--- src/rtl/acss_clk_pkg.sv ---
`default_nettype none
// ============================================================================
//  Module      : acss_clk_pkg
//  Description : Shared types and constants for the acss clock distributor.
//  Revision    : 1.0  initial release
// ============================================================================
package acss_clk_pkg;

    // Default width of the per-channel divide-ratio field.
    localparam int DIVW_DEFAULT = 8;

    // Per-channel run state.
    typedef enum logic [1:0] {
        CH_OFF       = 2'd0,
        CH_RUN       = 2'd1,
        CH_STOP_PEND = 2'd2
    } ch_state_t;

endpackage : acss_clk_pkg
`default_nettype wire

--- src/rtl/acss_clk_div_ch.sv ---
`default_nettype none
// ============================================================================
//  Module      : acss_clk_div_ch
//  Description : One divided-clock channel: run/stop FSM, phase counter,
//                active/shadow divide registers, registered clock and strobe.
//  Revision    : 1.0  initial release
// ============================================================================
module acss_clk_div_ch
    import acss_clk_pkg::*;
#(
    parameter int              DIVW    = DIVW_DEFAULT,
    parameter logic            RST_EN  = 1'b0,
    parameter logic [DIVW-1:0] RST_DIV = '0
) (
    input  logic            clk,
    input  logic            rst,
    input  logic            we_i,
    input  logic            en_i,
    input  logic [DIVW-1:0] div_i,
    output logic            clk_o,
    output logic            stb_o,
    output logic            running_o
);

    ch_state_t       state_q, state_d;
    logic [DIVW-1:0] cnt_q, cnt_d;
    logic [DIVW-1:0] div_q, div_d;
    logic [DIVW-1:0] div_sh_q, div_sh_d;
    logic            clk_q, clk_d;
    logic            stb_q, stb_d;
    logic            boot_q;

    // State register; boot_q turns a reset-enabled channel into an ordinary start.
    always_ff @(posedge clk) begin
        if (rst) begin
            state_q  <= CH_OFF;
            cnt_q    <= '0;
            div_q    <= RST_DIV;
            div_sh_q <= RST_DIV;
            clk_q    <= 1'b0;
            stb_q    <= 1'b0;
            boot_q   <= RST_EN;
        end else begin
            state_q  <= state_d;
            cnt_q    <= cnt_d;
            div_q    <= div_d;
            div_sh_q <= div_sh_d;
            clk_q    <= clk_d;
            stb_q    <= stb_d;
            boot_q   <= 1'b0;
        end
    end

    // Next-state: config handling first, then the phase counter for running states.
    always_comb begin
        ch_state_t nxt;
        state_d  = state_q;
        cnt_d    = cnt_q;
        div_d    = div_q;
        div_sh_d = div_sh_q;
        clk_d    = clk_q;
        stb_d    = 1'b0;
        nxt      = state_q;

        if (we_i) begin
            div_sh_d = div_i;
        end

        case (state_q)
            CH_OFF: begin
                if ((we_i && en_i) || (!we_i && boot_q)) begin
                    state_d = CH_RUN;
                    clk_d   = 1'b1;
                    stb_d   = 1'b1;
                    cnt_d   = '0;
                    div_d   = we_i ? div_i : div_sh_q;
                end else if (we_i) begin
                    div_d = div_i;
                end
            end
            CH_RUN, CH_STOP_PEND: begin
                if (we_i && !en_i && !clk_q) begin
                    // Disabled while low: truncate the low phase, no edge.
                    state_d = CH_OFF;
                    cnt_d   = '0;
                end else begin
                    if (we_i) begin
                        nxt = en_i ? CH_RUN : CH_STOP_PEND;
                    end
                    if (cnt_q == div_q) begin
                        clk_d = ~clk_q;
                        cnt_d = '0;
                        if (!clk_q) begin
                            // Rising point: the only place a new ratio is adopted.
                            stb_d = 1'b1;
                            div_d = div_sh_q;
                        end else if (nxt == CH_STOP_PEND) begin
                            nxt = CH_OFF;
                        end
                    end else begin
                        cnt_d = cnt_q + DIVW'(1);
                    end
                    state_d = nxt;
                end
            end
            default: begin
                state_d = CH_OFF;
                clk_d   = 1'b0;
                cnt_d   = '0;
            end
        endcase
    end

    assign clk_o     = clk_q;
    assign stb_o     = stb_q;
    assign running_o = (state_q != CH_OFF);

endmodule : acss_clk_div_ch
`default_nettype wire

--- src/rtl/acss_clk_dist.sv ---
`default_nettype none
// ============================================================================
//  Module      : acss_clk_dist
//  Description : NCH-channel programmable clock divider/distributor with
//                glitch-free start/stop and divide changes, plus strobes.
//  Revision    : 1.0  initial release
// ============================================================================
module acss_clk_dist
    import acss_clk_pkg::*;
#(
    parameter int              NCH     = 8,
    parameter int              DIVW    = DIVW_DEFAULT,
    parameter logic [NCH-1:0]  RST_EN  = '0,
    parameter logic [DIVW-1:0] RST_DIV = '0
) (
    input  logic                                  SS_CLK,
    input  logic                                  SS_RST,
    input  logic                                  CFG_WE,
    input  logic [((NCH > 1) ? $clog2(NCH) : 1)-1:0] CFG_SEL,
    input  logic                                  CFG_EN,
    input  logic [DIVW-1:0]                       CFG_DIV,
    output logic                                  CFG_ACK,
    output logic                                  CFG_ERR,
    output logic [NCH-1:0]                        CLK_OUT,
    output logic [NCH-1:0]                        CLK_STB,
    output logic [NCH-1:0]                        RUNNING
);

    localparam int SELW = (NCH > 1) ? $clog2(NCH) : 1;

    logic w_sel_valid;
    logic ack_q;
    logic err_q;

    // Non-power-of-two NCH leaves encodings that address no channel.
    assign w_sel_valid = (32'(CFG_SEL) < 32'(NCH));

    // Write handshake pulses; reset suppresses the ack of a coincident write.
    always_ff @(posedge SS_CLK) begin
        if (SS_RST) begin
            ack_q <= 1'b0;
            err_q <= 1'b0;
        end else begin
            ack_q <= CFG_WE &  w_sel_valid;
            err_q <= CFG_WE & ~w_sel_valid;
        end
    end

    assign CFG_ACK = ack_q;
    assign CFG_ERR = err_q;

    generate
        for (genvar i = 0; i < NCH; i++) begin : g_ch
            logic w_we;
            assign w_we = CFG_WE && w_sel_valid && (CFG_SEL == SELW'(i));

            acss_clk_div_ch #(
                .DIVW    (DIVW),
                .RST_EN  (RST_EN[i]),
                .RST_DIV (RST_DIV)
            ) u_ch (
                .clk       (SS_CLK),
                .rst       (SS_RST),
                .we_i      (w_we),
                .en_i      (CFG_EN),
                .div_i     (CFG_DIV),
                .clk_o     (CLK_OUT[i]),
                .stb_o     (CLK_STB[i]),
                .running_o (RUNNING[i])
            );
        end
    endgenerate

endmodule : acss_clk_dist
`default_nettype wire

--- config.mk ---
export PLATFORM = sky130hd
export DESIGN_NAME = acss_clk_dist
export DESIGN_NICKNAME = d
export VERILOG_FILES = /design/src/rtl/acss_clk_pkg.sv /design/src/rtl/acss_clk_div_ch.sv /design/src/rtl/acss_clk_dist.sv
export SDC_FILE = /design/constraint.sdc
export NUM_CORES = 1
export LEC_CHECK = 0
export CAP_MARGIN = 20
export CELL_PAD_IN_SITES_DETAIL_PLACEMENT = 0
export CELL_PAD_IN_SITES_GLOBAL_PLACEMENT = 2
export CORE_ASPECT_RATIO = 1.4
export CORE_MARGIN = 5
export CORE_UTILIZATION = 34
export DETAILED_ROUTE_END_ITERATION = 8
export PLACE_DENSITY = 0.76
export SYNTH_ARGS = -nofsm -noshare
export SYNTH_HDL_FRONTEND = slang
export SYNTH_SLANG_ARGS = --single-unit
--- constraint.sdc ---
create_clock -name SS_CLK -period 2 [get_ports SS_CLK]
set_input_delay 0.2 -clock SS_CLK [delete_from_list [all_inputs] [get_ports SS_CLK]]
set_output_delay 0.2 -clock SS_CLK [all_outputs]
set_load 0.02 [all_outputs]
==> metrics.csv <==
metric,value,unit
"Req. time, crit path",2.44,ns
count of cell types in the netlist,68,
Nets,1717,
CP most frequent cell,buf_4,
number of buffers inserted by hold repair at cts,0,
Die H,235,µm
R2R depth,7,
Worst Path Max Fanout,17,
DP HPWL,25.6,mm
Routed Antenna Nets,0,
residual DRC count,0,
CP Depth,8,
max cap viols,0,
routability cong.,0.817,
DR pass1 iterations,7,
Max clock buf depth,3,
largest family of logic cells by synthesized area,simple AND/OR/NAND/NOR gates,
number of global-route vias before repair,11100,
Synth Cell Area,12300,µm²
endpoint type of the worst setup path,flop,
Worst R2R Start,g_ch[7].u_ch.cnt_q[5],
syn nets,1578,
via count,11400,
global-route wire length before repair,58.6,mm
cell area after layout,15300,µm²
Placed Cells,2111,
pwr/cell area,754,nW/µm²
FILL cells,3577,
port bufs,39,
fraction of the mapped netlist area in adder cells,2.44,%
Root Driver,clkbuf_16,
hold crit path type,in -> reg,
Async SR Flop Fraction,0,%
flop2flop setup slack,0.11,ns
fin crit period,1.94,ns
CP max-delay cell,clkdlybuf4s50_1,
hold slack,0.122,ns
Leak,5.81,nW
Final Non-Filler Cells,2159,
initial antenna violation count,1,
via density per instance,5.28,
most common library cells after synthesis,"nand2_1, dfxtp_1, a21oi_1, a211oi_1, clkbuf_1",
Tcrit/Tclk final,96.9,%
worst hold start,SS_RST,
Avg WL per Cell,16.6,µm
Cells on Worst Hold Path,2,
layout cells sized above 1,18.0,%
"Clk pin slew, worst setup/hold paths",0.06,ns
synth warn,0,
worst relative slew slack,41.3,%
Setup CP Type,in -> reg,
Total Die Area,40100,µm²
family with the most delay on the worst path,buffers and inverters,
Fin Setup TNS,0,ns
Crit path largest cell delay,0.57,ns
antenna cells,0,
fin. max-slew vios,0,
DRT iter0 DRCs,580,
final core utilization,42.6,%
Core Area,35800,µm²
"Avg Cell Area, Syn",7.99,µm²
post-synthesis register bit count,225,
sequential-to-total area share from yosys stat,36.6,%
final worst slack,0.0630,ns
Post-Synth Simple-Gate Area,24.5,%
Placement Cell Area,14200,µm²
Post-Synthesis Cells,1539,
top-area cell type share of the netlist area,36.6,%
post-synth top area cell,dfxtp_1,
GRT Total Usage,17.5,%
post-place setup slack,-0.478,ns
"EDFF count, synth",0,
CP cell instances,clkdlybuf4s50_1 -> buf_4 -> nand3b_1 -> o31ai_1 -> a21oi_1 -> buf_4 -> and3_1 -> o21ba_2,
Main synth FF type,dfxtp_1,
maximum level of the CTS H-tree,1,
"count leader, synth",nand2_1,
outcome,"complete, no violations",
largest net degree at the start of global routing,98,
Post-Route WL,35.9,mm
Tot Pwr,11.5,mW
CTS Buf Count,26,
clk_lat worst skew,0.55,ns
Min-Delay Endpoint,g_ch[0].u_ch.state_q[0],
Worst Setup Start Kind,primary input,
RR Endpoint,g_ch[7].u_ch.div_q[0],
synth top area cells,"dfxtp_1, nand2_1, a21oi_1",
Max Clk Rate,516,MHz
TritonCTS clock tree,built,
mux cell area share after synthesis,5.64,%
Die X,171,µm
post-synthesis compound-gate area fraction,20.1,%
GR Overflow Total,0,
Worst IR Drop VDD,0.444,mV
RSZ-0062 raised after global routing,false,
WP buf/inv,3,
# rows,82,
Worst Max-Slew Pin Slew,0.880,ns
io pins,41,
"Hold Violations, Final",0,
Final setup viols,0,
Starting Density,34.4,%
"Area growth, synth to finish",24.1,%
Worst EP arrival,2.37,ns
Clock Skews,0.0108,ns
clock sink total,225,
xor and xnor area share after synthesis,4.70,%
-- kinds of logic after synthesis --
kind of cell,count (synthesis)
simple gates,604
xor+xnor,66
mux,67
flops,225
fa+ha+maj,24
other cells,1
buf+inv,163
compound gates,389
-- registers in the layout, summed over array words and instances (netlist names) --
register / cells
g_ch.u_ch.cnt_q: 64
g_ch.u_ch.div_q: 64
g_ch.u_ch.div_sh_q: 64
g_ch.u_ch.state_q: 16
g_ch.u_ch.clk_o: 8
g_ch.u_ch.stb_o: 8
CFG_ACK: 1
-- area by class of cell --
type                            count  area (µm²)  share of cell area [%]
Clock inverter                     10         175                    1.15
Clock buffer                       37         773                    5.06
Tap cell                          462         578                    3.79
Multi-Input combinational cell   1151        7150                    46.9
Inverter                           35         131                   0.860
Sequential cell                   225        4510                    29.5
Timing Repair Buffer              239        1950                    12.7
-- routing by layer --
layer	vias up	global-route usage [%]	share of wire, %
met5	-	0	0.020
met2	187	30.7	50
met3	48	2.07	3.0
met1	5393	22.3	45
met4	2	4.84	2.3
li1	5773	-	-
-- worst max-delay path by stage --
stage	start	to	slack [ns]
after global routing	g_ch[7].u_ch.state_q[1]	g_ch[7].u_ch.state_q[1]	0.0005
final	CFG_WE	g_ch[7].u_ch.cnt_q[7]	0.06
after CTS	g_ch[6].u_ch.cnt_q[5]	g_ch[6].u_ch.stb_o	0.003
after floorplan	g_ch[6].u_ch.state_q[0]	g_ch[6].u_ch.cnt_q[7]	0.06
after detailed placement	CFG_SEL[2]	g_ch[0].u_ch.stb_o	-0.48
after global placement	CFG_SEL[2]	g_ch[0].u_ch.stb_o	-0.48
-- placed cells by master (no fill, tap or decap), types with 42 or more instances in the layout --
master    instances
xor2_1           49
nor2_1           70
nand2_1         257
nand3_1          72
a211oi_1         93
a21oi_1         159
a31oi_1          42
buf_4           194
mux2i_1          58
dfxtp_1         220
-- timing repair --
item / 4_1_cts / 5_1_grt
endpoints found under the hold margin: 0 / 0
endpoints found under the setup margin: 12 / 41
gates cloned: 0 / 0
buffers inserted: 0 / 1
gates resized for setup: 16 / 25
pin swaps: 0 / 2
-- where the power goes --
part | switching (mW) | leakage (nW) | internal [mW]
Clock | 2.00 | 0.471 | 3.32
Sequential | 0.0920 | 1.82 | 4.61
Combinational | 0.868 | 3.51 | 0.623
(Power assumes the default switching activity.)
